### src/rtl/sd_read_arbiter_pkg.sv
// sd_arb_pkg: shared state encoding, default sizing and requester index type for sd_read_arbiter
package sd_arb_pkg;
  typedef enum logic [1:0] {IDLE, ISSUE, STREAM, DONE} state_t;
  localparam int SECTOR_BYTES_DEF = 512;
  localparam int TIMEOUT_CYCLES_DEF = 1000000;
  typedef logic req_idx_t;
endpackage

### src/rtl/sd_read_arbiter_if.sv
// sd_read_arbiter_if: requester-side and SD-core-side signals of the read arbiter
//   slave  = arbiter view: req/req_addr*/sd_ready/sd_byte_avail/sd_dout in; gnt/byte_valid/byte_data/done/err/sd_rd/sd_address out
//   master = environment view (requesters + SD core), directions reversed
interface sd_read_arbiter_if;
  logic [1:0]  req;
  logic [31:0] req_addr0;
  logic [31:0] req_addr1;
  logic [1:0]  gnt;
  logic [1:0]  byte_valid;
  logic [7:0]  byte_data;
  logic [1:0]  done;
  logic [1:0]  err;
  logic        sd_rd;
  logic [31:0] sd_address;
  logic        sd_ready;
  logic        sd_byte_avail;
  logic [7:0]  sd_dout;
  modport slave (
    input  req, req_addr0, req_addr1, sd_ready, sd_byte_avail, sd_dout,
    output gnt, byte_valid, byte_data, done, err, sd_rd, sd_address
  );
  modport master (
    output req, req_addr0, req_addr1, sd_ready, sd_byte_avail, sd_dout,
    input  gnt, byte_valid, byte_data, done, err, sd_rd, sd_address
  );
endinterface

### src/rtl/sd_read_arbiter_rr_picker.sv
// sd_rr_picker: combinational 2-way round-robin choice; req_i requests, ptr_i preferred index, win_o one-hot winner
module sd_rr_picker
  import sd_arb_pkg::*;
(
  input  logic [1:0] req_i,
  input  req_idx_t   ptr_i,
  output logic [1:0] win_o
);
  assign win_o = (req_i == 2'b11) ? (ptr_i ? 2'b10 : 2'b01) : req_i;
endmodule

### src/rtl/sd_read_arbiter.sv
// sd_read_arbiter: shares the SD SPI core between two requesters for single-sector reads (round-robin grant, byte forwarding, done/err)
//   iCLK clock, Reset async active-low; bus = sd_read_arbiter_if.slave
//   Optional abort-on-idle timeout compiled in with SD_READ_TIMEOUT_EN (TIMEOUT_CYCLES parameter exists only then)
module sd_read_arbiter
  import sd_arb_pkg::*;
#(
  parameter int SECTOR_BYTES = SECTOR_BYTES_DEF
`ifdef SD_READ_TIMEOUT_EN
  , parameter int TIMEOUT_CYCLES = TIMEOUT_CYCLES_DEF
`endif
) (
  input logic iCLK,
  input logic Reset,
  sd_read_arbiter_if.slave bus
);
  localparam int CW = $clog2(SECTOR_BYTES);
  state_t      state_q;
  req_idx_t    ptr_q;
  logic [1:0]  gnt_q, bv_q, done_q, err_q, win;
  logic [7:0]  bd_q;
  logic        rd_q;
  logic [31:0] addr_q;
  logic [CW-1:0] cnt_q, cnt_d;
  logic        last, go_issue, go_stream, go_done, go_idle;
  sd_rr_picker u_pick (.req_i(bus.req), .ptr_i(ptr_q), .win_o(win));
  assign cnt_d     = cnt_q + 1'b1;
  assign last      = cnt_q == CW'(SECTOR_BYTES - 1);
  assign go_issue  = state_q == IDLE && |bus.req && bus.sd_ready;
  assign go_stream = state_q == ISSUE && !bus.sd_ready;
  assign go_done   = state_q == STREAM && bus.sd_byte_avail && last;
  assign go_idle   = state_q == DONE && bus.sd_ready;
`ifdef SD_READ_TIMEOUT_EN
  logic [31:0] tmo_q;
  logic        tmo_hit;
  // Abort only while waiting on the core; a strobe in the same cycle counts as progress.
  assign tmo_hit = (state_q == ISSUE || state_q == STREAM) && !bus.sd_byte_avail &&
                   tmo_q == 32'(TIMEOUT_CYCLES - 1);
  always_ff @(posedge iCLK or negedge Reset)
    if (!Reset) tmo_q <= '0;
    else tmo_q <= (go_issue || go_stream || go_done || go_idle || tmo_hit || bus.sd_byte_avail) ? '0 : tmo_q + 1'b1;
`endif
  always_ff @(posedge iCLK or negedge Reset)
    if (!Reset) begin
      state_q <= IDLE;
      ptr_q   <= '0;
      gnt_q   <= '0;
      bv_q    <= '0;
      bd_q    <= '0;
      done_q  <= '0;
      err_q   <= '0;
      rd_q    <= 1'b0;
      addr_q  <= '0;
      cnt_q   <= '0;
    end else begin
      bv_q   <= '0;
      done_q <= '0;
      err_q  <= '0;
      case (state_q)
        IDLE: if (go_issue) begin
          gnt_q   <= win;
          addr_q  <= win[1] ? bus.req_addr1 : bus.req_addr0;
          cnt_q   <= '0;
          state_q <= ISSUE;
        end
        ISSUE: begin
          rd_q <= bus.sd_ready;
          if (go_stream) state_q <= STREAM;
        end
        STREAM: if (bus.sd_byte_avail) begin
          bv_q  <= gnt_q;
          bd_q  <= bus.sd_dout;
          cnt_q <= cnt_d;
          if (go_done) begin
            done_q  <= gnt_q;
            state_q <= DONE;
          end
        end
        DONE: begin
          // gnt is still set only on the first DONE cycle; advance the pointer exactly then.
          if (|gnt_q) ptr_q <= gnt_q[0];
          gnt_q <= '0;
          if (go_idle) state_q <= IDLE;
        end
        default: state_q <= IDLE;
      endcase
`ifdef SD_READ_TIMEOUT_EN
      if (tmo_hit) begin
        rd_q    <= 1'b0;
        done_q  <= gnt_q;
        err_q   <= gnt_q;
        state_q <= DONE;
      end
`endif
    end
  assign bus.gnt        = gnt_q;
  assign bus.byte_valid = bv_q;
  assign bus.byte_data  = bd_q;
  assign bus.done       = done_q;
  assign bus.err        = err_q;
  assign bus.sd_rd      = rd_q;
  assign bus.sd_address = addr_q;
endmodule

### src/flat_wrapper.sv
// flat-port wrapper written by rule: the top's interface ports become plain ports
module sd_read_arbiter_flat import sd_arb_pkg::*;
#(
  parameter int SECTOR_BYTES = SECTOR_BYTES_DEF

)
  (iCLK, Reset, bus_req, bus_req_addr0, bus_req_addr1, bus_sd_ready, bus_sd_byte_avail, bus_sd_dout, bus_gnt, bus_byte_valid, bus_byte_data, bus_done, bus_err, bus_sd_rd, bus_sd_address);
  sd_read_arbiter_if bus_i ();
  input logic iCLK;
  input logic Reset;
  input wire logic [$bits(bus_i.req)-1:0] bus_req;
  input wire logic [$bits(bus_i.req_addr0)-1:0] bus_req_addr0;
  input wire logic [$bits(bus_i.req_addr1)-1:0] bus_req_addr1;
  input wire logic [$bits(bus_i.sd_ready)-1:0] bus_sd_ready;
  input wire logic [$bits(bus_i.sd_byte_avail)-1:0] bus_sd_byte_avail;
  input wire logic [$bits(bus_i.sd_dout)-1:0] bus_sd_dout;
  output wire logic [$bits(bus_i.gnt)-1:0] bus_gnt;
  output wire logic [$bits(bus_i.byte_valid)-1:0] bus_byte_valid;
  output wire logic [$bits(bus_i.byte_data)-1:0] bus_byte_data;
  output wire logic [$bits(bus_i.done)-1:0] bus_done;
  output wire logic [$bits(bus_i.err)-1:0] bus_err;
  output wire logic [$bits(bus_i.sd_rd)-1:0] bus_sd_rd;
  output wire logic [$bits(bus_i.sd_address)-1:0] bus_sd_address;
  assign bus_i.req = bus_req;
  assign bus_i.req_addr0 = bus_req_addr0;
  assign bus_i.req_addr1 = bus_req_addr1;
  assign bus_i.sd_ready = bus_sd_ready;
  assign bus_i.sd_byte_avail = bus_sd_byte_avail;
  assign bus_i.sd_dout = bus_sd_dout;
  assign bus_gnt = bus_i.gnt;
  assign bus_byte_valid = bus_i.byte_valid;
  assign bus_byte_data = bus_i.byte_data;
  assign bus_done = bus_i.done;
  assign bus_err = bus_i.err;
  assign bus_sd_rd = bus_i.sd_rd;
  assign bus_sd_address = bus_i.sd_address;
  sd_read_arbiter #(.SECTOR_BYTES(SECTOR_BYTES)) u_core (.iCLK(iCLK), .Reset(Reset), .bus(bus_i));
endmodule
### config.mk
export PLATFORM = sky130hd
export DESIGN_NAME = sd_read_arbiter_flat
export DESIGN_NICKNAME = d
export VERILOG_FILES = /design/src/rtl/sd_read_arbiter_pkg.sv /design/src/rtl/sd_read_arbiter_if.sv /design/src/rtl/sd_read_arbiter_rr_picker.sv /design/src/rtl/sd_read_arbiter.sv /design/src/flat_wrapper.sv
export SDC_FILE = /design/constraint.sdc
export NUM_CORES = 1
export LEC_CHECK = 0
export CAP_MARGIN = 20
export CORE_MARGIN = 4
export CORE_UTILIZATION = 43
export CTS_BUF_LIST = sky130_fd_sc_hd__clkbuf_2 sky130_fd_sc_hd__clkbuf_4 sky130_fd_sc_hd__clkbuf_8
export CTS_CLUSTER_DIAMETER = 80
export CTS_CLUSTER_SIZE = 40
export DETAILED_ROUTE_END_ITERATION = 8
export PLACE_DENSITY = 0.82
export SYNTH_ARGS = -nofsm -noshare
export SYNTH_HDL_FRONTEND = slang
export SYNTH_SLANG_ARGS = --single-unit
### constraint.sdc
create_clock -name iCLK -period 2 [get_ports iCLK]
set_input_delay 0.4 -clock iCLK [delete_from_list [all_inputs] [get_ports iCLK]]
set_output_delay 0.4 -clock iCLK [all_outputs]
set_load 0.03 [all_outputs]
Word-level counts from Yosys, hierarchy flattened:

Cells that the tools add are included.

* $add $sub $neg: 1
* equal/unequal tests: 10
* multiplexer cells: 19
* reduce and logical (&&, ||, !) cells: 18

Operators by type and width (number)
* 32-bit two-way mux: 1
* 2-bit two-way mux: 13
* 9-bit two-way mux: 2
* 9-bit one-hot mux with 2 select lines: 1
* 9-bit by 1-bit adder with 9-bit output (second input constant): 1
* 9-bit equality test (second input constant): 1
* 2-bit by 1-bit != test with 1-bit output (second input constant): 4
* 2-bit one-hot mux with 4 select lines: 1
* 2-bit AND reduction: 4
* 2-bit equality test (second input constant): 3
* 1-bit logical AND: 6
* 5-bit AND reduction: 1
* 2-bit one-hot mux with 2 select lines: 1
* 2-bit nonzero test: 2
* 2-bit OR reduction: 2
* 3-bit AND reduction: 1
* 2-bit by 1-bit equality test with 1-bit output (second input constant): 1
* 2-bit zero test: 1
* 2-bit != test (second input constant): 1
* 1-bit zero test: 1

* register bits after elaboration: 59
* input port bits: 78
* output and inout bits: 49
* logic and storage cells: 57

Logic depth before layout (Yosys ltp):

Gate-level depths: netlist of run 1.

* depth in word-level cells: 6
* gate-level depth with buffers: 7
* depth with buffers taken out: 7

Cells and area by module:

Synthesis of run 1 repeated with hierarchy kept, for this count alone.

* cell total of the unflattened synthesis: 260
* area, all modules: 2813.9 µm²

By module, submodules not included
* sd_read_arbiter: times used 1, cells each 257, area an instance 2795.2 µm², sequential area each 1476.4 µm²
* sd_rr_picker: times used 1, cells each 3, area an instance 18.8 µm², sequential area each 0.0 µm²

Worst setup path before layout of run 1:

No wires, ideal clock.

* kind: register -> register
* start point: reg u_core.cnt_q[0]
* end point: reg u_core.state_q[1]
* setup time: 0.125 ns
* arrival time: 1.628 ns
* required time: 1.875 ns
* path slack: 0.248 ns
* stages on the path, launching flop included: 8
* path buffers: 0
* period minus slack after synthesis: 1.752 ns
* cells stage by stage: dfrtp_1 ha_1 and2_1 and3_1 ha_1 nand2_1 a211oi_2 mux2_2

* longest elaborated chain between the ends: 4

Ends and longest elaborated chain
* start: declaration: RTL line sd_read_arbiter.sv:23 `logic [CW-1:0] cnt_q, cnt_d;`
* start signal: assignment: RTL line sd_read_arbiter.sv:72 `cnt_q <= cnt_d;`
* 9-bit equality test: RTL line sd_read_arbiter.sv:27 `assign last = cnt_q == CW'(SECTOR_BYTES - 1);`
* 1-bit logical AND: RTL line sd_read_arbiter.sv:30 `assign go_done = state_q == STREAM && bus.sd_byte_avail && last;`
* 2-bit by 1-bit != test with 1-bit output (no line)
* 5-bit AND reduction (no line)
* end signal: assignment: RTL line sd_read_arbiter.sv:44 `state_q <= IDLE;`
* end signal: assignment: RTL line sd_read_arbiter.sv:63 `state_q <= ISSUE;`
* end signal: assignment: RTL line sd_read_arbiter.sv:67 `if (go_stream) state_q <= STREAM;`
* end: declaration: RTL line sd_read_arbiter.sv:17 `state_t state_q;`

Every way passes these cells.
A chain may end at the register's enable or synchronous reset.

Worst setup path in the final report of run 1:

* start point: reg u_core.gnt_q[1] (netlist: u_core.bus.gnt[1])
* end point: out bus_gnt[1]

RTL lines
* start: declaration: RTL line sd_read_arbiter.sv:19 `logic [1:0] gnt_q, bv_q, done_q, err_q, win;`
* start signal: assignment: RTL line sd_read_arbiter.sv:60 `gnt_q <= win;`
* end: declaration: RTL line flat_wrapper.sv:17 `output wire logic [$bits(bus_i.gnt)-1:0] bus_gnt;`

No word-level cell between the ends.

==> metrics.cfg, run 1 <==
[status]
outcome = completed

[setup_path]
cp_max_fo = 5
required_ns = 1.60
reg2regPathDepth = 7
path_delay_family = buffers and inverters
cp.depth = 1
critPathSlowestCell = clkdlybuf4s50_1
path_cells = clkdlybuf4s50_1
worst-path-buf-inv = 1
max_stage_delay_ns = 0.70
crit_type = reg2out
cp-start-kind = register
crit_arrival_ns = 1.45
endpoint_kind = output pin

[routing]
vias = 2416
wl_um = 7360
drc = 0
final_antenna_net_count = 0
drt-pass1-iter-count = 4
avgRoutedWirePerCell_um = 15.4
first_iter_violations = 67
vias_per_cell = 5.05

[synthesis]
syn_area_um2 = 2810
yosysWarnings = 0
yosysUniqueCellTypes = 33
syn-instance-count = 260
postSynthAreaPerCell_um2 = 10.8
synth_area_leaders = dfrtp_1, mux2i_1, o21ai_0, nand2_1, mux2_2
synth-seq-cells = 59
seq_area_frac_synth = 0.525
yosysTopAreaCellShare = 0.525
yosysTopAreaCell = dfrtp_1

[global_route]
grt_max_degree = 60
grt_pass1_vias = 2415
antenna_found_initial = 0
grt-ovfl-total = 0
grt_pass1_wl_um = 11400
grt_usage = 0.190

[cts]
clock_tree.buffer_depth = 2
clkLatencyLatePin_ns = 0.33
cts-root-buf = clkbuf_8
path_clk_slew_ns = 0.06
postCtsHoldBufs = 0
cts_htree_levels = 3
clock_sinks = 59
cts_tree = yes
numCtsBuffers = 9

[worst_hold_path]
hp-class = in2async

[pwr]
vdd.ir_drop.worst_uv = 826
clockPowerShare = 0.165
power_switching_mw = 2.38
leakagePower_nw = 2.05
p_per_area_nw_per_um2 = 1360
power.share.switching = 0.397
power_frac_seq = 0.319
pwr-share-comb = 0.517
intPower_mw = 3.62
power_mw = 6.00

[sta]
drv_slew = 0
fin_setup_tns_ns = 0
whs_ns = 0.0625
hold_violations = 0
setup_viol = 0
fin_worst_skew_ns = 0.00418
layout_min_cycle_time_ns = 1.85
rsz0062_at_grt = no
max_freq_mhz = 540
finalCritPeriodShare = 0.926

[cells_and_area]
multiInputGateArea_um2 = 1220
area_growth_pct = 56.7
layout-drive-gt1-share = 0.115
layout.cells.non_filler = 478
final_common_cell = clkdlybuf4s50_1
postLayoutCoreUtil = 0.694
nNetsFinal = 481
n_fill_cell = 488
layout_common_cells = clkdlybuf4s50_1, dfrtp_1, nand2_1, o21ai_0, mux2i_1
area.sequential_um2 = 1480
antenna_cells = 0

[die]
die_h_um = 88.9
std_cell_rows = 29
die_w_um = 88.9
top_level_ports = 127
initial_core_util = 0.443
die-area_um2 = 7900
core_um2 = 6350

[job]
cap_violations = 0

[placement]
io_buffers = 124
gp_congestion = 0.833
hpwl_um = 5600
place_inst = 461

[routing by layer]
layer  vias to the layer above  wire (um)  share of wire  global-route usage
li1                       1181          -              -                   -
met1                      1128       2860           0.39               0.222
met2                        91       3570           0.48               0.325
met3                        16        737           0.10              0.0484
met4                         0        190          0.026              0.0907
met5                         -          0              0                   0
[path summary, 6_finish.rpt]
check | from | endpoint | slack, ns
setup / recovery | u_core.bus.gnt[1]$_DFFE_PN0P_ | bus_gnt[1] | 0.15
min in group iCLK | u_core.cnt_q[6]$_DFFE_PN0P_ | u_core.cnt_q[6]$_DFFE_PN0P_ | 0.47
setup reg to reg | u_core.cnt_q[0]$_DFFE_PN0P_ | u_core.state_q[1]$_DFFE_PN0P_ | 0.17
hold reg to reg | u_core.cnt_q[6]$_DFFE_PN0P_ | u_core.cnt_q[6]$_DFFE_PN0P_ | 0.47
max in group asynchronous | Reset | u_core.cnt_q[0]$_DFFE_PN0P_ | 1.68
hold / removal | Reset | u_core.bus.sd_address[31]$_DFFE_PN0P_ | 0.06
[kinds of logic (layout without fill, tap and decap cells)]
| family | after synthesis | in the layout | synth area share |
|---|---|---|---|
| muxes | 43 | 43 | 0.157 |
| AOI/OAI and AO/OA | 62 | 62 | 0.133 |
| DFF | 59 | 59 | 0.525 |
| buffers and inverters | 21 | 161 | 0.0436 |
| adders and majority gates | 7 | 7 | 0.0311 |
| other | 1 | 2 | 0.00133 |
| and+or+nand+nor | 67 | 67 | 0.108 |
[power by group through the flow]
| stage | sequential, mW | clock [mW] | combinational (mW) |
|---|---|---|---|
| floorplan | 2.72 | 0 | 0.972 |
| global placement | 1.92 | 0 | 3.04 |
| detailed placement | 1.94 | 0 | 3.11 |
| CTS | 1.92 | 1.02 | 3.12 |
| global route | 1.98 | 1.08 | 3.35 |
| finish | 1.91 | 0.990 | 3.10 |
[sequential cells by signal, summed over array words and instances, names as in the netlist]
signal	cells
u_core.ptr_q	1
u_core.cnt_q	9
u_core.bus.gnt	2
u_core.bus.byte_valid	2
u_core.state_q	2
u_core.bus.sd_address	32
u_core.bus.done	2
u_core.bus.sd_rd	1
u_core.bus.byte_data	8
[synthesized netlist by cell type]
master,count
a211oi_1,1
o32ai_1,1
or4_1,1
conb_1,1
and2_1,5
buf_4,5
a21oi_1,3
and4_1,2
nand3_1,4
a211oi_2,1
dfrtp_1,59
o21ai_4,1
inv_1,7
nand3b_1,1
o21ai_1,5
and2_4,1
a21boi_0,4
and3_1,4
buf_6,3
o31ai_1,2
o211ai_1,1
a22o_1,4
mux2i_1,33
nand2b_1,1
nand2_1,47
a32oi_1,1
ha_1,7
clkbuf_1,4
o21ai_0,37
buf_2,2
nor2_1,1
mux2_2,10
o21ai_2,1
[through the flow]
step           setup slack [ns]  area, um^2
6_report                  0.148        4410
5_1_grt                  0.0420        4410
4_1_cts                   0.121        4400
3_5_place_dp             0.0490        4210
3_3_place_gp             0.0920        4210
2_1_floorplan             0.248        2820
[repair_timing]
| item | in CTS | in global routing |
|---|---|---|
| setup endpoints to repair | 0 | 1 |
| resized for setup | 0 | 1 |
| buffers inserted | 0 | 1 |
[final cells by class]
class / instances / share of cell area
sequential: 59 / 0.335
timing repair buffer: 138 / 0.319
multi-input combinational: 181 / 0.277
clock buffer: 14 / 0.0395
tap: 77 / 0.0219
inverter: 7 / 0.00596
clock inverter: 2 / 0.00227
No activity file was read; power rests on OpenSTA's default activity.
==> inputs of run 2 (changes only) <==
--- a/config.mk
+++ b/config.mk
@@ -6,13 +6,16 @@
 export NUM_CORES = 1
 export LEC_CHECK = 0
 export CAP_MARGIN = 20
+export CELL_PAD_IN_SITES_DETAIL_PLACEMENT = 1
+export CELL_PAD_IN_SITES_GLOBAL_PLACEMENT = 2
 export CORE_MARGIN = 4
-export CORE_UTILIZATION = 43
+export CORE_UTILIZATION = 25
 export CTS_BUF_LIST = sky130_fd_sc_hd__clkbuf_2 sky130_fd_sc_hd__clkbuf_4 sky130_fd_sc_hd__clkbuf_8
 export CTS_CLUSTER_DIAMETER = 80
 export CTS_CLUSTER_SIZE = 40
 export DETAILED_ROUTE_END_ITERATION = 8
-export PLACE_DENSITY = 0.82
+export GPL_ROUTABILITY_DRIVEN = 0
+export PLACE_DENSITY_LB_ADDON = 0.1
 export SYNTH_ARGS = -nofsm -noshare
 export SYNTH_HDL_FRONTEND = slang
 export SYNTH_SLANG_ARGS = --single-unit
==> metrics.cfg, run 2 (same netlist as run 1, synthesis figures left out) <==
[status]
outcome = completed

[setup_path]
setup.worst_path.start = u_core.bus.gnt[1]$_DFFE_PN0P_
crit_type = reg2out
crit_arrival_ns = 1.49  ; +0.04 ns
cp-start-kind = register
max_stage_delay_ns = 0.71  ; about the same
required_ns = 1.60  ; about the same
critPathSlowestCell = clkdlybuf4s50_1
endpoint_kind = output pin
path_cells = clkdlybuf4s50_1
crit-reg2reg-launch = u_core.cnt_q[0]$_DFFE_PN0P_
cp_max_fo = 5  ; unchanged
worst-path-buf-inv = 1  ; unchanged
path_delay_family = buffers and inverters

[sta]
fin_setup_tns_ns = 0  ; unchanged
whs_ns = 0.0597  ; -0.00276 ns
relSlewSlack = 0.618
max_freq_mhz = 530  ; -1.8%
drv_slew = 0  ; unchanged
setup_viol = 0  ; unchanged
layout_min_cycle_time_ns = 1.89  ; +0.0340 ns
hold_violations = 0  ; unchanged
finalCritPeriodShare = 0.943  ; +0.0170
fin_worst_skew_ns = 0.00709  ; +0.00292 ns
rsz0062_at_grt = no
max_slew.worst_pin.slew_ns = 0.573

[routing]
avgRoutedWirePerCell_um = 16.1  ; +4.4%
drc = 0  ; unchanged
first_iter_violations = 53  ; -21%
final_antenna_net_count = 0  ; unchanged
wl_um = 8680  ; +18%
vias_per_cell = 4.46  ; -12%
drt-pass1-iter-count = 4  ; unchanged
vias = 2410  ; -0.25%

[cells_and_area]
area_growth_pct = 59.7
layout-drive-gt1-share = 0.113  ; -0.00221
layout.cells.non_filler = 540  ; +13%
nNetsFinal = 480  ; -0.21%
postLayoutCoreUtil = 0.411  ; -0.283
n_fill_cell = 1217  ; +150%
largest_register_ffs = 32  ; unchanged
area.sequential_um2 = 1480  ; unchanged
multiInputGateArea_um2 = 1220  ; unchanged
final_common_cell = clkdlybuf4s50_1
layout_common_cells = clkdlybuf4s50_1, dfrtp_1, nand2_1, o21ai_0, mux2i_1
antenna_cells = 0  ; unchanged

[cts]
path_clk_slew_ns = 0.07  ; about the same
cts_htree_levels = 3  ; unchanged
cts_tree = yes
cts-root-buf = clkbuf_8
postCtsHoldBufs = 0  ; unchanged
clock_tree.buffer_depth = 2  ; unchanged
clkLatencyLatePin_ns = 0.33  ; about the same
numCtsBuffers = 9  ; unchanged
clock_sinks = 59  ; unchanged

[pwr]
leakagePower_nw = 2.05  ; -0.15%
power_mw = 6.16  ; +2.6%
vdd.ir_drop.worst_uv = 610  ; -26%
p_per_area_nw_per_um2 = 1370  ; +0.63%

[placement]
io_buffers = 124  ; unchanged
hpwl_um = 6510  ; +16%
place_inst = 523  ; +13%

[die]
core_um2 = 10900  ; +72%
die_w_um = 114  ; +28%
top_level_ports = 127  ; unchanged
std_cell_rows = 38  ; +31%
die_h_um = 114  ; +28%
die-area_um2 = 13000  ; +65%
initial_core_util = 0.257  ; -0.186

[global_route]
grt_max_degree = 52  ; -13%
grt_usage = 0.138  ; -0.0515
antenna_found_initial = 0  ; unchanged
grt_pass1_vias = 2606  ; +7.9%
grt_pass1_wl_um = 14100  ; +24%
grt-ovfl-total = 0  ; unchanged

[worst_hold_path]
hp-class = in2async

[job]
cap_violations = 0  ; unchanged

-- run 2: changes by cell type in the layout (fill, tap and decap cells not counted), sizes merged --
cell,delta
bufinv,+1
clkbuf,-3
clkinvlp,+1
clkinv,+1
buf,-1
-- run 2: final timing paths --
path                                                    endpoint  slack [ns]  cells past startpoint
max                                                   bus_gnt[1]        0.11                      1
min                         u_core.bus.sd_address[8]$_DFFE_PN0P_        0.06                      1
max reg2reg                        u_core.state_q[1]$_DFFE_PN0P_        0.14                      7
min reg2reg                 u_core.bus.sd_address[4]$_DFFE_PN0P_        0.48                      2
max in group asynchronous  u_core.bus.sd_address[25]$_DFFE_PN0P_        1.32                      2
min in group iCLK           u_core.bus.sd_address[4]$_DFFE_PN0P_        0.48                      2
-- run 2: cell type report --
type / count / share of cell area
clock buffer: 11 / 0.0323
multi-input combinational: 181 / 0.272
clock inverter: 5 / 0.0117
timing repair buffer: 137 / 0.311
tap: 140 / 0.0390
inverter: 7 / 0.00585
sequential: 59 / 0.329
-- run 2: metal layers --
| metal | up-vias | part of all wire | track usage |
|---|---|---|---|
| met5 | - | 0 | 0 |
| met3 | 9 | 0.054 | 0.0370 |
| met1 | 1158 | 0.44 | 0.170 |
| met4 | 0 | 0.011 | 0.0380 |
| met2 | 69 | 0.50 | 0.240 |
| li1 | 1174 | - | - |
-- run 2: where the power goes --
part,internal (mW),switching [mW],total (mW)
sequential,1.66,0.261,1.92
combinational,1.41,1.73,3.14
clock,0.617,0.481,1.10
-- run 2: stage by stage --
stage | instance area (um^2) | worst slack (ns)
after floorplan | 2820 | 0.248
after global placement | 4280 | 0.0413
after detailed placement | 4280 | 0.00122
after CTS | 4480 | 0.0578
after global routing | 4490 | 0.00320
final | 4490 | 0.114
-- run 2: timing repair --
action | 4_1_cts | 5_1_grt
hold endpoints to repair | 0 | 0
setup buffers | 0 | 1
endpoints found under the setup margin | 0 | 2
gates resized for setup | 0 | 1
==> inputs of run 3 (changes only) <==
--- a/config.mk
+++ b/config.mk
@@ -16,6 +16,7 @@
 export DETAILED_ROUTE_END_ITERATION = 8
 export GPL_ROUTABILITY_DRIVEN = 0
 export PLACE_DENSITY_LB_ADDON = 0.1
+export SETUP_SLACK_MARGIN = 0.3
 export SYNTH_ARGS = -nofsm -noshare
 export SYNTH_HDL_FRONTEND = slang
 export SYNTH_SLANG_ARGS = --single-unit
==> metrics.cfg, run 3 (same netlist as run 1, synthesis figures left out) <==
[routing]
first_iter_violations = 80  ; +51%
vias = 2416  ; +0.25%
avgRoutedWirePerCell_um = 15.6  ; -3.2%
drt-pass1-iter-count = 4  ; unchanged
wl_um = 8470  ; -2.5%
vias_per_cell = 4.44  ; -0.49%
final_antenna_net_count = 0  ; unchanged
drc = 0  ; unchanged

[job]
cap_violations = 0  ; unchanged

[global_route]
grt_pass1_wl_um = 13700  ; -2.4%
grt_usage = 0.135  ; -0.00296
grt-ovfl-total = 0  ; unchanged
grt_max_degree = 60  ; +15%
antenna_found_initial = 0  ; unchanged
grt_pass1_vias = 2569  ; -1.4%

[sta]
layout_min_cycle_time_ns = 1.77  ; -0.113 ns
fin_worst_skew_ns = 0.00639  ; -0.000705 ns
fin_setup_tns_ns = 0  ; unchanged
rsz0062_at_grt = yes
setup_viol = 0  ; unchanged
whs_ns = 0.0623  ; +0.00257 ns
hold_violations = 0  ; unchanged
max_freq_mhz = 564  ; +6.4%
finalCritPeriodShare = 0.886  ; -0.0566
fin_ws_ns = 0.227  ; +0.113 ns
drv_slew = 0  ; unchanged

[setup_path]
crit_type = reg2reg
cp_max_fo = 6  ; +1
critPathSlowestCell = dfrtp_1
r2r_slack_ns = 0.23  ; +0.09 ns
crit_arrival_ns = 1.99  ; +0.50 ns
required_ns = 2.22  ; +0.62 ns
cp-start-kind = register
worst-path-buf-inv = 0  ; -1
max_stage_delay_ns = 0.41  ; -0.30 ns
path_delay_family = simple AND/OR/NAND/NOR gates
reg2regPathDepth = 6  ; -1
crit-reg2reg-launch = u_core.cnt_q[3]$_DFFE_PN0P_
path_cells = and4_1 -> and3_4 -> ha_4 -> nand2_4 -> a211oi_4 -> mux2_4
endpoint_kind = register
r2r_end = u_core.state_q[1]$_DFFE_PN0P_

[cells_and_area]
nNetsFinal = 484  ; +0.83%
largest_register_ffs = 32  ; unchanged
final_common_cell = clkdlybuf4s50_1
layout-drive-gt1-share = 0.144  ; +0.0311
antenna_cells = 0  ; unchanged
layout_common_cells = clkdlybuf4s50_1, dfrtp_1, dlygate4sd2_1, nand2_1, o21ai_0
area_growth_pct = 61.3

[die]
die_w_um = 114  ; unchanged
core_um2 = 10900  ; unchanged
std_cell_rows = 38  ; unchanged
top_level_ports = 127  ; unchanged
initial_core_util = 0.257  ; unchanged
die-area_um2 = 13000  ; unchanged
die_h_um = 114  ; unchanged

[cts]
clkLatencyLatePin_ns = 0.33  ; about the same
clock_tree.buffer_depth = 2  ; unchanged
postCtsHoldBufs = 0  ; unchanged
path_clk_slew_ns = 0.07  ; about the same
numCtsBuffers = 9  ; unchanged
clock_sinks = 59  ; unchanged
cts_tree = yes
cts_htree_levels = 3  ; unchanged
cts-root-buf = clkbuf_8

[pwr]
power_mw = 6.02  ; -2.2%
leakagePower_nw = 2.20  ; +7.4%
p_per_area_nw_per_um2 = 1330  ; -3.1%
vdd.ir_drop.worst_uv = 431  ; -29%

[placement]
io_buffers = 124  ; unchanged
hpwl_um = 6330  ; -2.7%
post-place-ws_ns = 0.0601  ; +0.0589 ns

[worst_hold_path]
hp-class = in2async

[status]
outcome = completed

## run 3: cell types whose count changed in the layout (fill, tap and decap cells not counted), sizes merged
cell	before	now
clkbuf	11	12
clkdlybuf4s50	123	76
buf	14	18
dlygate4sd2	0	47
clkinvlp	1	2
clkinv	3	1
## run 3: worst max-delay path by stage
stage	startpoint	end	cells past startpoint
6_report	u_core.cnt_q[3]$_DFFE_PN0P_	u_core.state_q[1]$_DFFE_PN0P_	6
5_1_grt	u_core.cnt_q[0]$_DFFE_PN0P_	u_core.state_q[1]$_DFFE_PN0P_	7
4_1_cts	u_core.cnt_q[0]$_DFFE_PN0P_	u_core.state_q[1]$_DFFE_PN0P_	7
3_5_place_dp	bus_req[1]	u_core.state_q[1]$_DFFE_PN0P_	5
3_3_place_gp	bus_req[0]	u_core.bus.sd_address[28]$_DFFE_PN0P_	6
2_1_floorplan	u_core.cnt_q[0]$_DFFE_PN0P_	u_core.state_q[1]$_DFFE_PN0P_	7
## run 3: layout make-up
type                       instances  area, um^2
fill                            1210        6400
timing repair buffer             141        1370
multi-input combinational        181        1280
tap                              140         175
sequential                        59        1480
inverter                           7        28.8
clock inverter                     4        50.0
clock buffer                      12         153
## run 3: what timing repair did
item / in CTS / in global routing
gates resized for setup: 59 / 4
cloned: 0 / 0
setup endpoints to repair: 71 / 31
setup buffers: 2 / 2
pin swaps: 2 / 1
## run 3: metal layers
metal,track usage,share of wire
met1,0.174,0.45
met2,0.215,0.47
met3,0.0359,0.060
met4,0.0594,0.022
met5,0,0
## run 3: metrics by stage
stage,utilization,cell area (um^2),instances
2_1_floorplan,-,2820,261
3_3_place_gp,0.393,4300,524
3_5_place_dp,0.393,4300,524
4_1_cts,0.412,4510,542
5_1_grt,0.415,4540,544
6_report,0.415,4540,544
## run 3: power by group
group          switching, mW  total [mW]  internal [mW]
combinational           1.76        2.98           1.22
sequential             0.259        1.91           1.66
clock                  0.494        1.13          0.636
total                   2.51        6.02           3.51
